<file path="config.mk">
export PLATFORM = sky130hd
export DESIGN_NAME = mem_arbiter
export DESIGN_NICKNAME = d
export VERILOG_FILES = /design/src/rtl/mem_arbiter.sv
export SDC_FILE = /design/constraint.sdc
export NUM_CORES = 1
export LEC_CHECK = 0
export CORE_MARGIN = 5
export CORE_UTILIZATION = 43
export DETAILED_ROUTE_END_ITERATION = 7
export GPL_ROUTABILITY_DRIVEN = 0
export PLACE_DENSITY = 0.93
export SLEW_MARGIN = 20
export SYNTH_ARGS = -nofsm -noshare
export SYNTH_HDL_FRONTEND = slang
export SYNTH_SLANG_ARGS = --single-unit
</file>
<file path="constraint.sdc">
create_clock -name clk -period 2.1 [get_ports clk]
set_input_delay 0.525 -clock clk [delete_from_list [all_inputs] [get_ports clk]]
set_output_delay 0.525 -clock clk [all_outputs]
set_load 0.03 [all_outputs]
</file>
<file path="src/rtl/mem_arbiter.sv">
// rtl/mem_arbiter.sv - two-port memory arbiter with starvation guard and WAIT timeout
module mem_arbiter #(
  parameter int MAX_CONSEC = 4,
  parameter int TIMEOUT    = 255
) (
  input  logic        clk,
  input  logic        rst,
  input  logic        p0_req,
  input  logic [31:0] p0_addr,
  input  logic [31:0] p0_wdata,
  input  logic        p0_we,
  output logic        p0_ack,
  output logic [31:0] p0_rdata,
  input  logic        p1_req,
  input  logic [31:0] p1_addr,
  input  logic [31:0] p1_wdata,
  input  logic        p1_we,
  output logic        p1_ack,
  output logic [31:0] p1_rdata,
  output logic        mem_req,
  output logic [31:0] mem_addr,
  output logic [31:0] mem_wdata,
  output logic        mem_we,
  input  logic [31:0] mem_rdata,
  input  logic        mem_done,
  output logic        owner,
  output logic        timeout_err
);

  localparam int CW = $clog2(MAX_CONSEC + 1);
  localparam int WW = $clog2(TIMEOUT + 1);
  localparam logic [CW-1:0] CMAX  = CW'(MAX_CONSEC);
  localparam logic [WW-1:0] WLAST = WW'(TIMEOUT - 1);

  typedef enum logic [1:0] {IDLE, ISSUE, WAIT, RESP} state_t;

  state_t         state;
  logic [CW-1:0]  consec_cnt;
  logic [WW-1:0]  wait_cnt;
  logic           p1_wins;
  logic           finish;
  logic [31:0]    resp_data;

  // Port 1 only wins on its own, or once port 0 has used up its consecutive budget.
  assign p1_wins   = p1_req && (!p0_req || consec_cnt == CMAX);
  assign finish    = mem_done || (wait_cnt == WLAST);
  assign resp_data = mem_done ? mem_rdata : 32'hFFFF_FFFF;

  always_ff @(posedge clk or negedge rst) begin
    if (!rst) begin
      state       <= IDLE;
      consec_cnt  <= '0;
      wait_cnt    <= '0;
      mem_req     <= 1'b0;
      mem_addr    <= '0;
      mem_wdata   <= '0;
      mem_we      <= 1'b0;
      p0_ack      <= 1'b0;
      p1_ack      <= 1'b0;
      p0_rdata    <= '0;
      p1_rdata    <= '0;
      owner       <= 1'b0;
      timeout_err <= 1'b0;
    end else begin
      case (state)
        IDLE: begin
          if (p0_req || p1_req) begin
            owner     <= p1_wins;
            mem_addr  <= p1_wins ? p1_addr  : p0_addr;
            mem_wdata <= p1_wins ? p1_wdata : p0_wdata;
            mem_we    <= p1_wins ? p1_we    : p0_we;
            mem_req   <= 1'b1;
            state     <= ISSUE;
            if (p1_wins || !p1_req)
              consec_cnt <= '0;
            else if (consec_cnt != CMAX)
              consec_cnt <= consec_cnt + CW'(1);
          end
        end
        ISSUE: begin
          mem_req  <= 1'b0;
          wait_cnt <= '0;
          state    <= WAIT;
        end
        WAIT: begin
          if (!mem_done)
            wait_cnt <= wait_cnt + WW'(1);
          if (finish) begin
            if (owner) begin
              p1_rdata <= resp_data;
              p1_ack   <= 1'b1;
            end else begin
              p0_rdata <= resp_data;
              p0_ack   <= 1'b1;
            end
            if (!mem_done)
              timeout_err <= 1'b1;
            state <= RESP;
          end
        end
        RESP: begin
          p0_ack <= 1'b0;
          p1_ack <= 1'b0;
          state  <= IDLE;
        end
        default: state <= IDLE;
      endcase
    end
  end

endmodule

</file>
# --- Yosys cells after proc, flatten, opt, wreduce, memory -nomap -nowiden ---
# Index checks and enable logic that the tools add are counted.
classes:
  reduce_logical: 22
  n_addsub: 2
  n_mux: 19
  n_bitwise: 2
  n_eq_ne: 11
op_table:
  columns: ["cell", "count"]
  rows:
  - ["32-bit two-way mux", 3]
  - ["3-bit AND reduction", 6]
  - ["8-bit one-hot mux with 2 select lines", 1]
  - ["2-bit != test, second input constant", 5]
  - ["8-bit by 1-bit adder with 8-bit output, second input constant", 1]
  - ["8-bit equality test, second input constant", 1]
  - ["8-bit two-way mux", 1]
  - ["2-bit one-hot mux with 4 select lines", 1]
  - ["2-bit AND reduction", 4]
  - ["2-bit nonzero test", 4]
  - ["1-bit two-way mux", 6]
  - ["3-bit two-way mux", 2]
  - ["1-bit one-hot mux with 2 select lines", 3]
  - ["2-bit equality test, second input constant", 2]
  - ["1-bit logical OR", 4]
  - ["2-bit two-way mux", 2]
  - ["3-bit by 1-bit adder with 3-bit output, second input constant", 1]
  - ["3-bit equality test, second input constant", 1]
  - ["3-bit != test, second input constant", 1]
  - ["2-bit by 1-bit equality test with 1-bit output, second input constant", 1]
  - ["1-bit zero test", 2]
  - ["2-bit zero test", 1]
  - ["1-bit NOT", 2]
  - ["1-bit logical AND", 1]
word_totals:
  input_bits: 167
  elab_cells: 69
  output_inout_bits: 134
  ff_bits: 147

# --- Longest topological paths before layout ---
# Gate-level depths: netlist of run 1.
depth:
  ltp_word: 6
  depth_mapped: 8
  depth_no_buf: 5

# --- Worst setup path before layout of run 1 ---
# No wires, ideal clock.
synth_path:
  path_type: "flip-flop to flip-flop"
  from: "register state[0]"
  to: "register state[1]"
  path_slack_ns: 0.447
  path_stages_with_launch: 7
  arrival_time_ns: 1.522
  period_less_slack_ns: 1.653
  path_buffers: 1
  required_ns: 1.969
  setup_ns: 0.131
  path_cell_list: "dfrtp_1 inv_1 ha_1 buf_2 or3b_2 a31oi_1 nand3_1"
synth_between:
  elab_chain_len: 3
  elab_cells_between_ends: 8
  classes_between: "eq/ne (5); mux (1); reduce/logical (2)"
synth_lines:
  columns: ["item", "line", "source"]
  rows:
  - ["from (decl)", "37", "state_t state;"]
  - ["from (signal assigned)", "51", "state <= IDLE;"]
  - ["from (signal assigned)", "73", "state <= ISSUE;"]
  - ["from (signal assigned)", "83", "state <= WAIT;"]
  - ["2-bit equality test / 2-bit zero test (equally long branches)", "65", "case (state)"]
  - ["2-bit != test (no line)", null, null]
  - ["2-bit AND reduction (no line)", null, null]
# Parallel ways exist; a longest one is shown, timed or not.
# A chain may end at the register's enable or synchronous reset.

# --- Worst setup path in the final report of run 1 ---
layout_path:
  from: "register mem_addr[0]"
  to: "output mem_addr[0]"
layout_rtl:
  columns: ["item", "line", "source"]
  rows:
  - ["from (decl)", "21", "output logic [31:0] mem_addr,"]
  - ["from (signal assigned)", "69", "mem_addr <= p1_wins ? p1_addr : p0_addr;"]
# No word-level cell between the ends.

==> flow_metrics.py, run 1 <==
metrics = {
    "outcome": {
        "outcome": "complete, no violations",
    },
    "floorplanning": {
        "fp.dieArea_um2": 18990,
        "coreArea_um2": 15940,
        "fp-row-count": 46,
        "initial_utilization": 0.4406,
        "io_pins": 301,
        "die_w_um": 137.8,
        "die_h_um": 137.8,
    },
    "clock_tree": {
        "clock-sinks": 147,
        "numCtsBuffers": 17,
        "clock_latency_ns": 0.42,
        "tritoncts": "yes",
        "root_buffer": "clkbuf_16",
        "htreeDepth": 4,
        "clockBufferDepth": 2,
        "cts.clk_slew.worst_paths_ns": 0.06,
        "cts_setup_buffers": 0,
    },
    "sta": {
        "tightest_slew_ns": 0.7524,
        "rsz0062_at_grt": "false",
        "post-route-period-util": 0.9772,
        "timing.hold.ws_ns": 0.03372,
        "finalClockSkew_ns": 0.007563,
        "hold_viol": 0,
        "fmax_mhz": 487.3,
        "final_max_slew_viol_count": 0,
        "relSlewSlack": 0.4984,
        "final-setup-viol-count": 0,
        "period_minus_slack_ns": 2.052,
    },
    "critical_path": {
        "crit_path_max_fanout": 2,
        "path_cells": "clkdlybuf4s50_1",
        "crit_path_end_kind": "output port",
        "cp-start-kind": "flop",
        "cp.required_ns": 1.57,
        "cp_slowest_cell": "clkdlybuf4s50_1",
        "crit_cells": 1,
        "crit_family": "buffers and inverters",
        "worst-path-buf-inv": 1,
        "worstPathArrival_ns": 1.53,
        "rr_worst_depth": 6,
        "critical_path_class": "flop to output port",
        "critPathMaxStageDelay_ns": 0.71,
    },
    "final_layout": {
        "multiInputGateArea_um2": 2979,
        "utilization": 0.6830,
        "nFillCells": 1205,
        "regArea_um2": 3679,
        "n_antenna_cell": 0,
        "finalNetCount": 1203,
        "drive_above_1_share": 0.05956,
        "area_growth_pct": 55.02,
    },
    "power_and_ir_drop": {
        "swShare": 0.4322,
        "power.internal_uw": 9986,
        "sequentialPowerShare": 0.283,
        "power.leakage_uw": 0.004179,
        "p_switching_uw": 7602,
        "pwr-share-comb": 0.529,
        "power_uw": 17590,
        "peakVddDrop_uv": 973.6,
        "p_clk_frac": 0.187,
        "powerDensity_nw_per_um2": 1615,
    },
    "global_route": {
        "antenna_found_initial": 0,
        "overflow": 0,
        "grt_pass1_vias": 7292,
        "grt_max_degree": 70,
        "track_usage": 0.2560,
        "grt_pass1_wl_um": 38310,
    },
    "detailed_routing": {
        "drt_iter0_drc": 618,
        "drt-vias-per-instance": 5.868,
        "drc_errors": 0,
        "drtPass1Iterations": 5,
        "drt-total-wl_um": 25220,
        "drtAntennaViolNets": 0,
        "via_count": 7376,
        "wl_per_cell_um": 20.06,
    },
    "placed_design": {
        "dpl.hpwl_um": 17160,
        "io_buffers": 300,
    },
    "job": {
        "max_cap_violations": 0,
    },
    "yosys": {
        "yosysWarnings": 0,
        "ys_ff_latch": 147,
        "synthCells": 763,
        "ys_types": 44,
        "synth_area_leaders": "dfrtp_1, o21ai_0, o211ai_1, nand2_1, nand4_1",
        "synth_top_cell_by_area": "dfrtp_1",
        "ys_seq_area_frac": 0.5237,
        "avgSynthCellArea_um2": 9.206,
        "postSynthNetCount": 938,
        "synth_top_area_frac": 0.5237,
        "synth_area_um2": 7024,
    },
    "hold_path": {
        "holdCritPathClass": "input pin to asynchronous set/reset pin",
    },
}
synthesized netlist by cell type (all sizes together):
master and count:
a21bo 1, a21oi 3, a22o 1, a31o 1
a31oi 5, a32o 1, a32oi 1, and2 2
and2b 1, and3 1, and4 1, and4b 1
buf 35, clkbuf 39, dfrtp 147, ha 8
inv 9, nand2 136, nand2b 5, nand3 6
nand3b 2, nand4 67, nand4b 1, nor2 3
nor2b 1, nor3b 1, nor4bb 1, o211ai 76
o21a 1, o21ai 191, o21bai 1, o22ai 3
o311ai 1, o31ai 7, o41ai 1, or3b 1
xnor2 1
logic make-up (layout without fill, tap and decap cells):
group | count (synthesis) | after routing | share of synthesized area
compound gates | 294 | 294 | 0.2469
simple gates | 230 | 230 | 0.1596
flops | 147 | 147 | 0.5237
buf+inv | 83 | 361 | 0.05433
fa+ha+maj | 8 | 8 | 0.01425
xor+xnor | 1 | 1 | 0.001247
state kept, by name, summed over array words and instances, names as in the netlist:
name / count
p0_ack: 1
mem_req: 1
wait_cnt: 8
mem_we: 1
p1_ack: 1
mem_addr: 32
timeout_err: 1
p0_rdata: 32
state: 2
p1_rdata: 32
owner: 1
consec_cnt: 3
mem_wdata: 32
cell type report:
type	instances	area share
multi-input cells	533	0.2736
flip-flops and latches	147	0.3378
clock buffers	23	0.04481
inverters	9	0.003102
clock inverters	9	0.01379
well taps	216	0.02482
repair buffers	320	0.3021
timing repair:
item                                    in CTS  in global routing
hold buffers                                 0                  0
endpoints found under the setup margin       0                  2
gates resized for setup                      0                  2
per-layer routing:
metal  global-route usage  wire length, µm  vias to the layer above  share of wire
met2               0.4287            12920                      360           0.51
li1                     -                -                     3324              -
met3              0.06172             1767                       88          0.070
met4               0.1136             1074                        0          0.043
met5                    0                0                        -              0
met1               0.3141             9462                     3604           0.38
final timing paths:
| path | startpoint | endpoint | slack (ns) |
|---|---|---|---|
| min in group clk | mem_addr[16] | mem_addr[16] | 0.49 |
| hold reg to reg | mem_addr[16] | mem_addr[16] | 0.49 |
| hold / removal | rst | mem_wdata[1] | 0.03 |
| setup reg to reg | consec_cnt[0] | mem_addr[5] | 0.16 |
| max in group asynchronous | rst | p1_rdata[14] | 1.45 |
| setup / recovery | mem_addr[0] | mem_addr[0] | 0.05 |
layout by cell type (no fill, tap or decap), types with 2 or more instances in the layout:
master           netlist  layout
a21oi_1                2       2
a31oi_1                5       5
buf_12                 0      11
buf_4                  1      10
bufinv_16              0       4
clkbuf_1              33       2
clkbuf_16              0      17
clkbuf_8               0       4
clkdlybuf4s50_1        0     295
clkinv_2               0       3
clkinvlp_4             0       2
dfrtp_1              147     147
dlymetal6s2s_1         0       2
ha_1                   8       7
inv_1                  9       9
nand2_1              136     136
nand2b_1               5       5
nand3_1                6       6
nand3b_1               2       2
nand4_1               67      67
nor2_1                 3       3
o211ai_1              76      76
o21ai_0              185     185
o21ai_1                6       5
o22ai_1                3       3
o31ai_1                7       7
power groups by stage:
stage	clock network, µW	logic [µW]	registers, µW
after detailed placement	0	9270	4990
after global placement	0	9020	4930
after floorplan	0	2670	7400
after global routing	3440	9900	5150
after CTS	3340	9350	4970
final	3300	9310	4980
stage by stage:
step           cells  TNS (ns)  setup WS (ns)  cell area, µm²
6_report        1257         0        0.04778           10890
5_1_grt         1257         0        0.02254           10890
4_1_cts         1257         0        0.01289           10880
3_5_place_dp    1225    -3.233        -0.1086           10250
3_3_place_gp    1225   -0.1438       -0.01269           10250
2_1_floorplan    763         0         0.4474            7024
Note: power is estimated with default switching activity, not from simulation.
==> run 2: changes to the inputs <==
CORE_ASPECT_RATIO = 0.6   (was not set)
==> run 2 against run 1 <==
  * Die area increased by 0.44%
  * Design area is essentially flat
  * Worst setup slack barely moved
  * Routed wire length down 3.1%
  * Flip-flop and latch count unchanged
  * Critical path type unchanged
  * Sequential power about the same
  * Utilization is 0.83 points lower
  * Non-clock buffer count grew 6
  * Total power is 1.6% lower
==> flow_metrics.py, run 2 (synthesis gave the netlist of run 1 again) <==
metrics = {
    "sta": {
        "period_minus_slack_ns": 2.052,
        "relSlewSlack": 0.4793,
        "rsz0062_at_grt": "false",
        "setup_ws_ns": 0.04771,
        "timing.hold.ws_ns": 0.05702,
        "tightest_slew_ns": 0.7810,
        "fmax_mhz": 487.3,
        "hold_viol": 0,
        "final_max_slew_viol_count": 0,
        "fin_tns_setup_ns": 0,
        "finalClockSkew_ns": 0.01479,
        "post-route-period-util": 0.9773,
        "final-setup-viol-count": 0,
    },
    "final_layout": {
        "n_antenna_cell": 0,
        "regArea_um2": 3679,
        "drive_above_1_share": 0.06495,
        "area_growth_pct": 54.90,
        "most-common-layout-cells": "clkdlybuf4s50_1, o21ai_0, dfrtp_1",
        "final_common_cell": "clkdlybuf4s50_1",
        "stdcell_count": 1256,
        "finalNetCount": 1209,
        "final_cell_area_um2": 10880,
        "nFillCells": 1244,
        "multiInputGateArea_um2": 2979,
    },
    "critical_path": {
        "cp_slowest_cell": "clkdlybuf4s50_1",
        "crit_family": "buffers and inverters",
        "critical_path_class": "flop to output port",
        "worst-path-buf-inv": 1,
        "worstPathArrival_ns": 1.53,
        "critPathMaxStageDelay_ns": 0.72,
        "cp.required_ns": 1.57,
        "path_cells": "clkdlybuf4s50_1",
        "cp-start-kind": "flop",
        "crit_path_max_fanout": 4,
        "crit_path_end_kind": "output port",
    },
    "clock_tree": {
        "cts_setup_buffers": 0,
        "clockBufferDepth": 2,
        "htreeDepth": 4,
        "clock-sinks": 147,
        "root_buffer": "clkbuf_16",
        "tritoncts": "yes",
        "numCtsBuffers": 17,
        "cts.clk_slew.worst_paths_ns": 0.08,
        "clock_latency_ns": 0.42,
    },
    "placed_design": {
        "dp_slack_ns": -0.1581,
        "dpl.hpwl_um": 17180,
        "io_buffers": 300,
        "dp.cells": 1224,
        "place_area_um2": 10300,
    },
    "detailed_routing": {
        "wl_per_cell_um": 19.45,
        "drc_errors": 0,
        "drt-total-wl_um": 24440,
        "drt-vias-per-instance": 5.793,
        "drtPass1Iterations": 7,
        "drtAntennaViolNets": 0,
        "drt_iter0_drc": 596,
        "via_count": 7276,
    },
    "power_and_ir_drop": {
        "power.leakage_uw": 0.004184,
        "power.internal_uw": 9501,
        "p_clk_frac": 0.174,
        "p_switching_uw": 7798,
        "sequentialPowerShare": 0.286,
        "pwr-share-comb": 0.540,
        "powerDensity_nw_per_um2": 1590,
        "swShare": 0.4508,
        "peakVddDrop_uv": 887.7,
    },
    "global_route": {
        "antenna_found_initial": 1,
        "grt_max_degree": 67,
        "overflow": 0,
        "grt_pass1_wl_um": 38610,
        "track_usage": 0.2516,
        "grt_pass1_vias": 7085,
    },
    "outcome": {
        "outcome": "complete, no violations",
    },
    "hold_path": {
        "holdCritPathClass": "input pin to asynchronous set/reset pin",
    },
    "floorplanning": {
        "io_pins": 301,
        "fp-row-count": 36,
        "fp.dieArea_um2": 19080,
        "initial_utilization": 0.4356,
        "die_h_um": 109,
        "coreArea_um2": 16130,
        "die_w_um": 175,
    },
    "job": {
        "max_cap_violations": 0,
    },
}
run 2: cell count changes in the layout (fill, tap and decap cells not counted), moves of 2 or more:
cell	before	now
buf_4	10	14
bufinv_16	4	0
clkbuf_8	4	0
clkinv_2	3	0
clkinv_8	0	2
clkinvlp_4	2	0
inv_6	0	5
inv_8	0	6
run 2: power groups by stage:
stage	Combinational, µW	Sequential, µW	Clock, µW
finish	9340	4950	3010
global route	9940	5120	3190
CTS	9360	4950	3080
detailed placement	9350	4980	0
global placement	9090	4920	0
floorplan	2670	7400	0
run 2: path summary, 6_finish.rpt:
| check | depth (start not counted) | slack [ns] | endpoint | start |
|---|---|---|---|---|
| worst min register to register | 1 | 0.48 | timeout_err | timeout_err |
| min in group clk | 1 | 0.48 | timeout_err | timeout_err |
| worst min-delay path | 1 | 0.06 | p1_rdata[27] | rst |
| worst max register to register | 5 | 0.17 | mem_addr[25] | consec_cnt[0] |
| worst max-delay path | 1 | 0.05 | p0_ack | p0_ack |
| max in group asynchronous | 2 | 1.42 | mem_addr[12] | rst |
run 2: area by class of cell:
cell class | count | area share
sequential | 147 | 0.3381
inverter | 9 | 0.003105
multi-input combinational | 533 | 0.2738
tap | 209 | 0.02403
clock inverter | 14 | 0.01403
timing repair buffer | 326 | 0.3075
clock buffer | 18 | 0.03944
run 2: routing by layer:
metal | vias to the layer above | track usage | share of wire
li1 | 3334 | - | -
met1 | 3528 | 0.3445 | 0.42
met2 | 390 | 0.3958 | 0.47
met3 | 22 | 0.08385 | 0.10
met4 | 2 | 0.05042 | 0.010
met5 | - | 0 | 0.00029
run 2: repair_timing:
item                                    4_1_cts  5_1_grt
hold buffers                                  0        0
resized for setup                             1        1
endpoints found under the setup margin        1        1
run 2: metrics by stage:
step / utilization / power (µW)
final: 0.6747 / 17300
after global routing: 0.6747 / 18260
after CTS: 0.6746 / 17400
after detailed placement: 0.6386 / 14330
after global placement: 0.6386 / 14000
after floorplan: - / 10070
==> run 3: changes to the inputs <==
ABC_AREA = 1   (was not set)
CORE_UTILIZATION = 42   (was 43)
TNS_END_PERCENT = 5   (was not set)
==> run 3 against run 2 <==
  * Sequential share of layout area increased by 1.7 points
  * Total power decreased by 3.7%
  * Highest routed layer is now met4
  * Worst hold slack got worse by 0.030 ns
  * Via count decreased by 16%
  * Count of clock-buffer cells in the layout decreased by 1
  * Design area decreased by 4.7%
  * Routed wire length decreased by 15%
==> flow_metrics.py, run 3 <==
metrics = {
    "global_route": {
        "antenna_found_initial": 0,
        "overflow": 0,
        "track_usage": 0.2216,
        "grt_pass1_wl_um": 32300,
        "grt_pass1_vias": 6292,
        "grt_max_degree": 66,
    },
    "placed_design": {
        "dp_slack_ns": 0.08617,
        "dpl.hpwl_um": 15400,
        "io_buffers": 300,
    },
    "hold_path": {
        "holdCritPathClass": "input pin to asynchronous set/reset pin",
    },
    "power_and_ir_drop": {
        "power_uw": 16650,
        "peakVddDrop_uv": 1052,
        "power.leakage_uw": 0.004537,
        "sequentialPowerShare": 0.296,
        "p_clk_frac": 0.186,
        "power.internal_uw": 9471,
        "p_switching_uw": 7182,
        "swShare": 0.4313,
        "pwr-share-comb": 0.519,
        "powerDensity_nw_per_um2": 1606,
    },
    "outcome": {
        "outcome": "complete, no violations",
    },
    "clock_tree": {
        "clock_latency_ns": 0.41,
        "clockBufferDepth": 2,
        "cts.clk_slew.worst_paths_ns": 0.07,
        "tritoncts": "yes",
        "htreeDepth": 4,
        "numCtsBuffers": 17,
        "clock-sinks": 147,
        "postCtsHoldBufs": 0,
        "cts_setup_buffers": 0,
        "root_buffer": "clkbuf_16",
    },
    "yosys": {
        "dominantRegCellSynth": "dfrtp_1",
        "postSynthNetCount": 901,
        "synthCells": 726,
        "ys_ff_latch": 147,
        "synth_area_um2": 6544,
        "synth_top_cell_by_area": "dfrtp_1",
        "synth_top_area_frac": 0.5621,
        "yosysWarnings": 0,
        "synth_area_leaders": "dfrtp_1, a21oi_1, nand2_1, o21ai_2, nor2_1",
        "ys_types": 24,
        "synth_common_cells": "nand2_1, dfrtp_1, a21oi_1, nor2_1, o21ai_2",
        "synth_edf_count": 0,
        "yosys.cell_count.top_type": "nand2_1",
        "async_flop_share": 1.000,
        "avgSynthCellArea_um2": 9.013,
        "ys_seq_area_frac": 0.5621,
    },
    "sta": {
        "post-route-period-util": 0.9550,
        "final-setup-viol-count": 0,
        "relSlewSlack": 0.7156,
        "fmax_mhz": 498.6,
        "final_max_slew_viol_count": 0,
        "period_minus_slack_ns": 2.006,
        "hold_viol": 0,
        "tightest_slew_ns": 0.4266,
        "fin_tns_setup_ns": 0,
        "timing.hold.ws_ns": 0.02653,
        "rsz0062_at_grt": "false",
        "setup_ws_ns": 0.09448,
        "finalClockSkew_ns": 0.01470,
    },
    "critical_path": {
        "crit_path_max_fanout": 2,
        "crit_cells": 1,
        "critical_path_class": "flop to output port",
        "critPathMaxStageDelay_ns": 0.71,
        "reg2reg_from": "wait_cnt[0]",
        "crit_path_end_kind": "output port",
        "r2r_end": "p0_rdata[9]",
        "cp.required_ns": 1.57,
        "worst-path-buf-inv": 1,
        "cp-start-kind": "flop",
        "worstPathArrival_ns": 1.48,
        "cp_slowest_cell": "clkdlybuf4s50_1",
        "rr_worst_depth": 10,
        "crit_family": "buffers and inverters",
        "path_cells": "clkdlybuf4s50_1",
        "rrSetupSlack_ns": 0.47,
    },
    "final_layout": {
        "area_growth_pct": 58.43,
        "drive_above_1_share": 0.1038,
        "final_common_cell": "clkdlybuf4s50_1",
        "finalNetCount": 1193,
        "utilization": 0.6764,
        "most-common-layout-cells": "clkdlybuf4s50_1, nand2_1, dfrtp_1",
        "n_antenna_cell": 0,
        "nFillCells": 1213,
    },
    "job": {
        "max_cap_violations": 0,
    },
    "floorplanning": {
        "die_w_um": 171.1,
        "io_pins": 301,
        "coreArea_um2": 15330,
        "initial_utilization": 0.4269,
        "die_h_um": 106.7,
        "fp.dieArea_um2": 18260,
        "fp-row-count": 35,
    },
    "detailed_routing": {
        "drt-total-wl_um": 20790,
        "drtAntennaViolNets": 0,
        "drtPass1Iterations": 5,
        "drc_errors": 0,
        "drt_iter0_drc": 403,
        "wl_per_cell_um": 16.85,
        "via_count": 6137,
        "drt-vias-per-instance": 4.973,
    },
}
==> run 3: cell count changes in the layout (fill, tap and decap cells not counted), sizes merged, moves of 14 or more <==
cell,previous run,this run
a21oi,3,130
o21ai,191,78
nor2,3,105
o211ai,76,0
nand4,67,1
nand2,136,165
inv,20,34
==> run 3: repair_timing <==
| item | 4_1_cts | 5_1_grt |
|---|---|---|
| setup endpoints to repair | 0 | 2 |
| gates resized for setup | 0 | 2 |
| hold endpoints to repair | 0 | 0 |
==> run 3: kinds of logic after synthesis <==
kind of cell | after synthesis | synth area share
muxes | 1 | 0.001530
adders and majority gates | 8 | 0.01530
xor gates and xnor gates | 1 | 0.001339
buffers and inverters | 73 | 0.06290
AOI/OAI and AO/OA | 209 | 0.1860
and+or+nand+nor | 287 | 0.1707
DFF | 147 | 0.5621
==> run 3: final cells by class <==
type / count / area (µm²) / share of cell area
tap: 203 / 254.0 / 0.02450
sequential: 147 / 3679 / 0.3548
multi-input combinational: 506 / 2464 / 0.2376
timing repair buffer: 318 / 3269 / 0.3154
inverter: 28 / 105.1 / 0.01014
clock buffer: 17 / 425.4 / 0.04103
clock inverter: 15 / 171.4 / 0.01653
==> run 3: metal layers <==
metal  track usage  wire, µm
met2        0.3843     10450
met3       0.06559      1623
met5             0         0
met4       0.05653       177
met1        0.2718      8538
==> run 3: worst max path at each step <==
stage                        startpoint             to  slack [ns]
after detailed placement         p1_req   mem_addr[12]        0.09
after global routing      mem_wdata[11]  mem_wdata[11]        0.04
after CTS                         owner          owner       0.006
final                            p1_ack         p1_ack        0.09
after floorplan                state[0]   p0_rdata[16]        0.67
after global placement           p1_req   mem_addr[23]        0.19
==> run 3: power groups by stage <==
| stage | Clock [µW] | Sequential, µW | Combinational, µW |
|---|---|---|---|
| global placement | 0 | 4890 | 8500 |
| finish | 3090 | 4920 | 8640 |
| detailed placement | 0 | 4960 | 8710 |
| CTS | 3150 | 4920 | 8730 |
| floorplan | 0 | 7390 | 2440 |
| global route | 3300 | 5100 | 9230 |
==> run 3: through the flow <==
step                cell area [µm²]  cells
floorplan                      6544    726
global placement               9766   1202
detailed placement             9766   1202
CTS                           10360   1234
global route                  10370   1234
finish                        10370   1234
